File: src/rtl/fetch_seq_if.sv
// Bundles the instruction-memory port, the decode hand-off and the EX redirect
// seen by fetch_seq. master = the sequencer, slave = memory/decode/EX side.
interface fetch_seq_if #(
    parameter int XLEN = 32
);
    // valid/ready: a request transfers on a cycle where imem_req_valid and
    // imem_req_ready are both high; likewise if_valid/if_ready to decode.
    // imem_rsp_valid and redirect_valid are single-cycle pulses with no ready.
    logic            imem_req_valid;
    logic [XLEN-1:0] imem_req_addr;
    logic            imem_req_ready;
    logic            imem_rsp_valid;
    logic [XLEN-1:0] imem_rsp_data;
    logic            if_valid;
    logic [XLEN-1:0] if_instr;
    logic [XLEN-1:0] if_pc;
    logic            if_ready;
    logic            redirect_valid;
    logic [XLEN-1:0] redirect_pc;

    modport master (
        output imem_req_valid, imem_req_addr, if_valid, if_instr, if_pc,
        input  imem_req_ready, imem_rsp_valid, imem_rsp_data, if_ready,
               redirect_valid, redirect_pc
    );

    modport slave (
        input  imem_req_valid, imem_req_addr, if_valid, if_instr, if_pc,
        output imem_req_ready, imem_rsp_valid, imem_rsp_data, if_ready,
               redirect_valid, redirect_pc
    );
endinterface

File: src/rtl/fetch_seq.sv
// Instruction-fetch sequencer: owns the PC, issues one memory request at a time,
// buffers the returned word for decode and absorbs EX redirects at any phase.
module fetch_seq #(
    parameter int              XLEN      = 32,
    parameter logic [XLEN-1:0] RESET_VEC = '0
) (
    input  logic                clk,
    input  logic                rst_n,
    input  logic                fetch_en,
    output logic                busy,
    output logic [1:0]          dbg_state,
    fetch_seq_if.master         bus
);
    typedef enum logic [1:0] {
        IDLE = 2'd0,
        REQ  = 2'd1,
        WAIT = 2'd2,
        HOLD = 2'd3
    } state_t;

    state_t          state, state_nxt;
    logic [XLEN-1:0] pc, pc_nxt;
    logic            drop, drop_nxt;
    logic            capture;
    logic            req_valid_q, if_valid_q, busy_q;
    logic [XLEN-1:0] if_instr_q, if_pc_q;
    logic [XLEN-1:0] redirect_aligned;

    assign redirect_aligned = {bus.redirect_pc[XLEN-1:2], 2'b00};

    // Redirect wins over every other transition in the same cycle.
    always_comb begin
        state_nxt = state;
        pc_nxt    = pc;
        drop_nxt  = drop;
        capture   = 1'b0;
        case (state)
            IDLE: begin
                if (bus.redirect_valid) pc_nxt = redirect_aligned;
                else if (fetch_en)      state_nxt = REQ;
            end
            REQ: begin
                if (bus.redirect_valid) begin
                    pc_nxt = redirect_aligned;
                    if (bus.imem_req_ready) begin
                        state_nxt = WAIT;
                        drop_nxt  = 1'b1;
                    end
                end else if (bus.imem_req_ready) begin
                    state_nxt = WAIT;
                end
            end
            WAIT: begin
                if (bus.redirect_valid) begin
                    pc_nxt = redirect_aligned;
                    if (bus.imem_rsp_valid) begin
                        state_nxt = REQ;
                        drop_nxt  = 1'b0;
                    end else begin
                        drop_nxt  = 1'b1;
                    end
                end else if (bus.imem_rsp_valid) begin
                    if (drop) begin
                        drop_nxt  = 1'b0;
                        state_nxt = REQ;
                    end else begin
                        capture   = 1'b1;
                        state_nxt = HOLD;
                    end
                end
            end
            HOLD: begin
                if (bus.redirect_valid) begin
                    pc_nxt    = redirect_aligned;
                    state_nxt = REQ;
                end else if (bus.if_ready) begin
                    pc_nxt    = pc + XLEN'(4);
                    state_nxt = REQ;
                end
            end
            default: state_nxt = IDLE;
        endcase
    end

    // Outputs are registered off the next state so they line up with it.
    always_ff @(posedge clk or negedge rst_n) begin
        if (!rst_n) begin
            state       <= IDLE;
            pc          <= RESET_VEC;
            drop        <= 1'b0;
            if_instr_q  <= '0;
            if_pc_q     <= '0;
            req_valid_q <= 1'b0;
            if_valid_q  <= 1'b0;
            busy_q      <= 1'b0;
        end else begin
            state       <= state_nxt;
            pc          <= pc_nxt;
            drop        <= drop_nxt;
            req_valid_q <= (state_nxt == REQ);
            if_valid_q  <= (state_nxt == HOLD);
            busy_q      <= (state_nxt != IDLE);
            if (capture) begin
                if_instr_q <= bus.imem_rsp_data;
                if_pc_q    <= pc;
            end
        end
    end

    assign bus.imem_req_valid = req_valid_q;
    assign bus.imem_req_addr  = pc;
    assign bus.if_valid       = if_valid_q;
    assign bus.if_instr       = if_instr_q;
    assign bus.if_pc          = if_pc_q;
    assign busy               = busy_q;
    assign dbg_state          = state;
endmodule

File: src/flat_wrapper.sv
// flat-port wrapper written by rule: the top's interface ports become plain ports
module fetch_seq_flat 
#(
    parameter int              XLEN      = 32,
    parameter logic [XLEN-1:0] RESET_VEC = '0
)
  (clk, rst_n, fetch_en, busy, dbg_state, bus_imem_req_valid, bus_imem_req_addr, bus_if_valid, bus_if_instr, bus_if_pc, bus_imem_req_ready, bus_imem_rsp_valid, bus_imem_rsp_data, bus_if_ready, bus_redirect_valid, bus_redirect_pc);
  fetch_seq_if #(.XLEN(XLEN)) bus_i ();
  input  logic clk;
  input  logic rst_n;
  input  logic fetch_en;
  output logic busy;
  output logic [1:0] dbg_state;
  output wire logic [$bits(bus_i.imem_req_valid)-1:0] bus_imem_req_valid;
  output wire logic [$bits(bus_i.imem_req_addr)-1:0] bus_imem_req_addr;
  output wire logic [$bits(bus_i.if_valid)-1:0] bus_if_valid;
  output wire logic [$bits(bus_i.if_instr)-1:0] bus_if_instr;
  output wire logic [$bits(bus_i.if_pc)-1:0] bus_if_pc;
  input wire logic [$bits(bus_i.imem_req_ready)-1:0] bus_imem_req_ready;
  input wire logic [$bits(bus_i.imem_rsp_valid)-1:0] bus_imem_rsp_valid;
  input wire logic [$bits(bus_i.imem_rsp_data)-1:0] bus_imem_rsp_data;
  input wire logic [$bits(bus_i.if_ready)-1:0] bus_if_ready;
  input wire logic [$bits(bus_i.redirect_valid)-1:0] bus_redirect_valid;
  input wire logic [$bits(bus_i.redirect_pc)-1:0] bus_redirect_pc;
  assign bus_imem_req_valid = bus_i.imem_req_valid;
  assign bus_imem_req_addr = bus_i.imem_req_addr;
  assign bus_if_valid = bus_i.if_valid;
  assign bus_if_instr = bus_i.if_instr;
  assign bus_if_pc = bus_i.if_pc;
  assign bus_i.imem_req_ready = bus_imem_req_ready;
  assign bus_i.imem_rsp_valid = bus_imem_rsp_valid;
  assign bus_i.imem_rsp_data = bus_imem_rsp_data;
  assign bus_i.if_ready = bus_if_ready;
  assign bus_i.redirect_valid = bus_redirect_valid;
  assign bus_i.redirect_pc = bus_redirect_pc;
  fetch_seq #(.XLEN(XLEN), .RESET_VEC(RESET_VEC)) u_core (.clk(clk), .rst_n(rst_n), .fetch_en(fetch_en), .busy(busy), .dbg_state(dbg_state), .bus(bus_i));
endmodule
File: config.mk
export PLATFORM = sky130hd
export DESIGN_NAME = fetch_seq_flat
export DESIGN_NICKNAME = d
export VERILOG_FILES = /design/src/rtl/fetch_seq_if.sv /design/src/rtl/fetch_seq.sv /design/src/flat_wrapper.sv
export SDC_FILE = /design/constraint.sdc
export NUM_CORES = 1
export LEC_CHECK = 0
export ABC_AREA = 1
export CELL_PAD_IN_SITES_DETAIL_PLACEMENT = 1
export CELL_PAD_IN_SITES_GLOBAL_PLACEMENT = 1
export CORE_MARGIN = 2
export CORE_UTILIZATION = 33
export DETAILED_ROUTE_END_ITERATION = 8
export GPL_TIMING_DRIVEN = 0
export PLACE_DENSITY_LB_ADDON = 0.08
export RECOVER_POWER = 50
export SYNTH_ARGS = -nofsm -noshare
export SYNTH_HDL_FRONTEND = slang
export SYNTH_SLANG_ARGS = --single-unit
File: constraint.sdc
create_clock -name clk -period 1.76 [get_ports clk]
set_input_delay 0.352 -clock clk [delete_from_list [all_inputs] [get_ports clk]]
set_output_delay 0.352 -clock clk [all_outputs]
set_load 0.02 [all_outputs]
After elaboration in Yosys (flattened, before gate mapping):

Index checks and enable logic that the tools add are counted.

* output and inout port bits: 101
* input port bits: 71
* bits in registers: 102

* eq/ne operators: 10
* muxes and demuxes: 24
* add/sub/neg operators: 1
* reduce and logical (&&, ||, !) cells: 6

Operator list (count)
* 2-to-1 mux 32 bit: 3
* one-hot mux 32 bit (2 select lines): 1
* adder 32 x 3 -> 32 bit (second input constant): 1
* 2-to-1 mux 2 bit: 9
* 2-to-1 mux 1 bit: 9
* one-hot mux 2 bit (4 select lines): 1
* == test 2 bit (second input constant): 3
* inequality test 3 bit (second input constant): 2
* == test 2 x 1 -> 1 bit (second input constant): 2
* inequality test 2 bit (second input constant): 2
* AND reduction 4 bit: 1
* nonzero test 2 bit: 2
* OR reduction 3 bit: 1
* logical NOT 2 bit: 1
* inequality test 2 x 1 -> 1 bit (second input constant): 1
* one-hot mux 1 bit (2 select lines): 1
* AND reduction 2 bit: 1

Longest topological paths before layout:

Gate-level depths: netlist of run 1.

* depth after elaboration: 5
* gate-level depth with buffers: 10
* depth with buffers taken out: 10

Least setup slack after synthesis of run 1:

OpenSTA, ideal clock, no wires.

* path kind: register to register
* from: reg u_core.pc[3], in the netlist u_core.bus.imem_req_addr[3]
* to: reg u_core.pc[28], in the netlist u_core.bus.imem_req_addr[28]
* stages on the path, launching flop included: 11
* path buffers: 0
* data arrival time: 1.444 ns
* clock period less this slack: 1.560 ns
* required time: 1.643 ns
* path slack: 0.200 ns
* cell sequence: dfrtp_1 -> ha_1 -> nand2_1 -> nor2_2 -> nand2_2 -> nor2_2 -> nand2_1 -> nand2_1 -> nand3_1 -> nand2_1 -> nand2_1

* cells in the longest elaborated chain, start to end: 4

Ends and longest elaborated chain
* start, declared: RTL line fetch_seq.sv:22 `logic [XLEN-1:0] pc, pc_nxt;`
* start signal, assigned: RTL line fetch_seq.sv:98 `pc <= pc_nxt;`
* adder 32 x 3 -> 32 bit: RTL line fetch_seq.sv:77 `pc_nxt = pc + XLEN'(4);`
* 2-to-1 mux 32 bit: RTL line fetch_seq.sv:76 `end else if (bus.if_ready) begin`
* 2-to-1 mux 32 bit: RTL line fetch_seq.sv:73 `if (bus.redirect_valid) begin`
* one-hot mux 32 bit (2 select lines): RTL line fetch_seq.sv:37 `case (state)`

No other way between the ends. The select of a mux whose other input is x is not followed.
A chain may end at the register's enable or synchronous reset.

Worst setup path after layout of run 1:

* from: reg u_core.if_pc_q[3], in the netlist u_core.bus.if_pc[3]
* to: out bus_if_pc[3]

RTL lines
* start, declared: RTL line fetch_seq.sv:26 `logic [XLEN-1:0] if_instr_q, if_pc_q;`
* start signal, assigned: RTL line fetch_seq.sv:105 `if_pc_q <= pc;`
* end, declared: RTL line flat_wrapper.sv:18 `output wire logic [$bits(bus_i.if_pc)-1:0] bus_if_pc;`

No word-level cell between the ends.

==> qor.csv, run 1 <==
metric,value,unit
run_status,"complete, no violations",
cts_made_buffers,9,
cts_buffer_depth,2,
multi_input_comb_area,2110,um^2
combPwrFrac,43.7,%
fin_skew,8.07,ps
cts_tree,done,
sequentialPowerShare,35.4,%
antenna_found_initial,0,
grt_max_degree,52,
setup_ws,65.6,ps
syn_area,4870,um^2
switchingPower,0.00398,W
critPathArrivalTime,1340,ps
root_buffer,clkbuf_16,
routedWlPerCell,17.8,um
p_clk_share,20.9,%
syn_inst,574,
initial_utilization,33.6,%
worstPathCellList,clkdlybuf4s50_1,
power.density,1490,nW/um^2
grt_pass1_wl,26800,um
tightestPinTransition,1280,ps
fill_cells,1677,
min_period,1690,ps
portBuffers,164,
row_count,44,
htreeDepth,3,
finish.instance_area,7070,um^2
crit_fanout,2,
dr.pass1.iters,4,
syn_avg_cell_area,8.49,um^2
dieHeight,125,um
use_met1,28.3,%
wl,16700,um
nets,825,
grt-ovfl-total,0,
core-area,14500,um^2
syn_to_final_growth,45.1,%
p_int,0.00656,W
dr.first_iter.drc_count,185,
synth_cell_types,29,
die_w,125,um
grt.busiest_layer,met2,
synth-seq-cells,98,
crit_family,buffers and inverters,
viasPerCell,4.91,
num_io_pins,172,
crit_type,flop to output port,
drc_errors,0,
slew_headroom,14.6,%
final_cell_mix,"nand2_1, clkdlybuf4s50_1, dfrtp_1",
startpoint_type,flop,
vias,4627,
place_ws,-252,ps
hold_path_class,input pin to asynchronous set/reset pin,
fmax,590,MHz
worstSetupEndpointType,output port,
switching_share,37.8,%
grt_pass1_vias,4930,
finalCritPeriodShare,96.3,%
drv_slew,0,
grt_use_total,21.6,%
drv_cap,0,
finalSetupViolCount,0,
clock_latency,360,ps
use_met3,4.49,%
register_area,2460,um^2
ys_warn_count,0,
met2_usage,35.5,%
leakage,3.22,nW
cp_slowest_cell,clkdlybuf4s50_1,
crit_path_max_incr_delay,630,ps
hpwlAfterDp,12800,um
placed_area,6780,um^2
fin_util,48.8,%
final_common_cell,nand2_1,
ir_drop,0.000640,V
hold_viol_final,0,
cp.required,1410,ps
ant_nets,0,
path_clk_slew,70,ps
cp_num_buf_inv,1,
cts_num_sinks,98,
synth_seq_area_share,50.3,%
grt_setup_unrepaired,false,
place.gp.congestion,0.858,
layout-drive-gt1-share,13.7,%
die-area,15700,um^2
power groups by stage:
stage / clock [W] / sequential (W) / combinational (W)
CTS: 0.00226 / 0.00373 / 0.00466
global placement: 0 / 0.00371 / 0.00463
floorplan: 0 / 0.00472 / 0.00131
detailed placement: 0 / 0.00376 / 0.00473
finish: 0.00221 / 0.00373 / 0.00461
global route: 0.00236 / 0.00385 / 0.00495
final timing paths:
kind,slack [ps],end,depth (start not counted),start
worst min-delay path,260,u_core.bus.if_instr[26],1,rst_n
max in group asynchronous,390,u_core.bus.imem_req_addr[13],2,rst_n
worst max register to register,120,u_core.bus.imem_req_addr[16],8,u_core.bus.imem_req_addr[2]
worst max-delay path,70,bus_if_pc[3],1,u_core.bus.if_pc[3]
min in group clk,320,u_core.bus.imem_req_addr[13],3,bus_redirect_valid
worst min register to register,490,u_core.bus.if_pc[5],2,u_core.bus.if_pc[5]
area by class of cell:
class                           count  area share [%]
Tap cell                          184            3.26
Clock inverter                      5            1.22
Multi-Input combinational cell    408            29.9
Sequential cell                    98            34.7
Clock buffer                       11            3.43
Buffer                             23            2.11
Antenna cell                        1          0.0354
Inverter                           48            2.55
Timing Repair Buffer              165            22.7
cells in the mapped netlist:
master	number	area share, %
nand2_1	147	11
dfrtp_1	98	50
nor2_1	79	6.1
inv_1	45	3.5
nand3_1	39	4.0
mux2_2	37	8.6
o21ai_0	37	3.8
a21oi_1	12	1.2
buf_2	8	0.82
nor3_1	8	0.82
buf_6	7	1.6
nor2_2	6	0.77
o21ai_1	6	0.62
buf_4	5	0.77
nand2_2	5	0.64
nand4_1	5	0.64
or2_2	5	0.64
a211oi_1	4	0.62
nor2_4	4	0.92
o22ai_1	4	0.51
clkbuf_1	3	0.23
inv_2	2	0.15
nor3_2	2	0.41
a211oi_2	1	0.26
a31oi_1	1	0.13
clkinv_1	1	0.077
conb_1	1	0.077
ha_1	1	0.26
xor2_1	1	0.18
routing by layer:
| metal | routed length [um] | up-vias |
|---|---|---|
| met1 | 7620 | 2243 |
| met2 | 7840 | 149 |
| li1 | - | 2213 |
| met3 | 902 | 22 |
| met4 | 375 | 0 |
| met5 | 0 | - |
flip-flops by register name, summed over array words and instances (netlist names):
signal                     flops
u_core.bus.if_instr           32
u_core.bus.if_pc              30
u_core.drop                    1
u_core.dbg_state               2
u_core.busy                    1
u_core.bus.imem_req_valid      1
u_core.bus.imem_req_addr      30
u_core.bus.if_valid            1
stage by stage:
step                      TNS [ps]  cells  hold slack (ps)  power [W]
final                            0    943              263     0.0105
after detailed placement    -14030    926              427    0.00850
after global placement     -348710    925              470    0.00834
after global routing             0    942              343     0.0112
after CTS                        0    942             54.2     0.0107
after floorplan                  0    577             56.4    0.00603
kinds of logic (layout without fill, tap and decap cells):
group,count (synthesis),count (layout),synth area share [%]
compound gates,65,65,7.17
xor+xnor,1,1,0.180
fa+ha+maj,1,1,0.257
buf+inv,71,252,7.14
flops,98,98,50.3
mux,37,37,8.55
other cells,1,5,0.0770
simple gates,300,300,26.3
repair_timing:
item	CTS	global route
gates resized for setup	33	8
hold buffers	0	0
pin swaps	0	1
buffers inserted	0	0
endpoints found under the setup margin	34	23
cloned	0	0
hold endpoints to repair	0	0
Note: power is estimated with default switching activity, not from simulation.
==> run 2, diff against run 1 <==
Settings changed: SETUP_SLACK_MARGIN set to 0.1.
==> run 2 against run 1 <==
Clock skew increased by 0.72 ps. Cell count rose by 0.11%. Register-to-register slack better by 20 ps. Non-clock buffer count is 2 higher. Routed wire length up 1.4%. Hold slack got worse by 1.5 ps. Global-route usage grew 0.16 points. Setup slack better by 57 ps. Sequential power about the same. Largest cell class unchanged. Largest power group unchanged. Highest routed layer unchanged.
==> qor.csv, run 2 (synthesis results as in run 1) <==
metric,value,unit
finalCritPeriodShare,93.0,%
fill_cells,1714,
dr.pass1.iters,4,
root_buffer,clkbuf_16,
htreeDepth,3,
final_cell_mix,"nand2_1, dfrtp_1, dlygate4sd2_1",
worstSetupEndpointType,output port,
grt-ovfl-total,0,
antenna_found_initial,0,
cts_tree,done,
run_status,"complete, no violations",
largest_reg_flops,32,
die_w,125,um
cp_slowest_cell,clkdlybuf4s50_1,
tightestPinTransition,1270,ps
clock_latency,360,ps
core-area,14500,um^2
path_clk_slew,70,ps
placed_cells,926,
final_common_cell,nand2_1,
placed_area,6780,um^2
startpoint_type,flop,
crit_family,buffers and inverters,
finalSetupViolCount,0,
portBuffers,164,
grt_setup_unrepaired,true,
crit_path_max_incr_delay,600,ps
fmax,611,MHz
dr.first_iter.drc_count,157,
drv_slew,0,
cp_num_buf_inv,1,
num_io_pins,172,
fin_util,48.5,%
hold_path_class,input pin to asynchronous set/reset pin,
vias,4649,
nets,827,
worstPathCellList,clkdlybuf4s50_1,
stdcell_count,944,
grt_pass1_vias,4957,
drv_cap,0,
ant_nets,0,
slew_headroom,15.1,%
viasPerCell,4.92,
diodes,0,
die-area,15700,um^2
routedWlPerCell,18.0,um
min_period,1640,ps
grt_max_degree,52,
r2r-start,u_core.dbg_state[1],
row_count,44,
fin_skew,8.79,ps
ir_drop,0.000579,V
wl,17000,um
grt_use_total,21.8,%
critPathArrivalTime,1290,ps
layout-drive-gt1-share,16.2,%
crit_type,flop to output port,
r2r_cells,7,
finish.instance_area,7020,um^2
dieHeight,125,um
cp.required,1410,ps
syn_to_final_growth,44.1,%
grt_pass1_wl,27000,um
initial_utilization,33.6,%
r2r_slack,140,ps
hold_viol_final,0,
hold_ws,262,ps
cts_hold_buf,0,
power.density,1430,nW/um^2
power,0.0101,W
drc_errors,0,
cts_made_buffers,9,
cts_buffer_depth,2,
cts_num_sinks,98,
crit_fanout,2,
leakage,3.35,nW
place.gp.congestion,0.858,
hpwlAfterDp,12800,um
rr_endpoint,u_core.bus.imem_req_addr[11],
-- run 2: cell count changes in the layout (fill, tap and decap cells not counted), sizes merged --
cell           delta
buf               +5
clkbuf            +9
clkdlybuf4s50    -62
diode             -1
dlygate4sd2      +50
-- run 2: metal layers --
layer  routed length [um]  global-route usage [%]  up-vias
li1                     -                       -     2217
met1                 7730                    28.5     2265
met2                 8040                    35.9      144
met3                  846                    4.45       23
met4                  355                    7.78        0
met5                    0                       0        -
-- run 2: what timing repair did --
item                       in CTS  in global routing
hold endpoints to repair        0                  0
pin swaps                       0                  2
resized for setup              86                 40
setup buffers                   2                  0
setup endpoints to repair      99                 59
-- run 2: layout make-up --
| cell class | instances | area (um^2) | area share (%) |
|---|---|---|---|
| clock buffer | 11 | 243 | 3.46 |
| inverter | 48 | 180 | 2.57 |
| timing repair buffer | 167 | 1490 | 21.2 |
| sequential | 98 | 2470 | 35.2 |
| buffer | 23 | 168 | 2.39 |
| tap | 184 | 230 | 3.28 |
| multi-input combinational | 408 | 2160 | 30.7 |
| clock inverter | 5 | 86.3 | 1.23 |
-- run 2: how the worst max path moves through the flow --
stage | from | end | slack [ps] | depth (start not counted)
4_1_cts | u_core.bus.if_instr[30] | bus_if_instr[30] | 100 | 1
3_5_place_dp | bus_if_ready | u_core.bus.imem_req_addr[31] | -250 | 7
5_1_grt | u_core.bus.imem_req_addr[3] | u_core.bus.imem_req_addr[28] | 50 | 10
2_1_floorplan | u_core.bus.imem_req_addr[3] | u_core.bus.imem_req_addr[28] | 200 | 10
3_3_place_gp | rst_n | u_core.bus.imem_req_addr[25] | -3440 | 1
6_report | u_core.bus.if_instr[25] | bus_if_instr[25] | 120 | 1
-- run 2: report_power, final --
part	switching (W)	leakage (nW)	internal (W)
Sequential	0.000602	1.18	0.00312
Combinational	0.00249	2.01	0.00163
Clock	0.000916	0.160	0.00130
-- run 2: stage by stage --
stage | setup slack (ps) | TNS [ps]
after floorplan | 200 | 0
after global placement | -3440 | -348710
after detailed placement | -252 | -14030
after CTS | 100 | 0
after global routing | 54.0 | 0
final | 122 | 0
==> run 3, diff against run 2 <==
Settings changed: CAP_MARGIN set to 10.
==> results of run 3 <==
Final layout, timing and power as in run 2 (identical DEF).
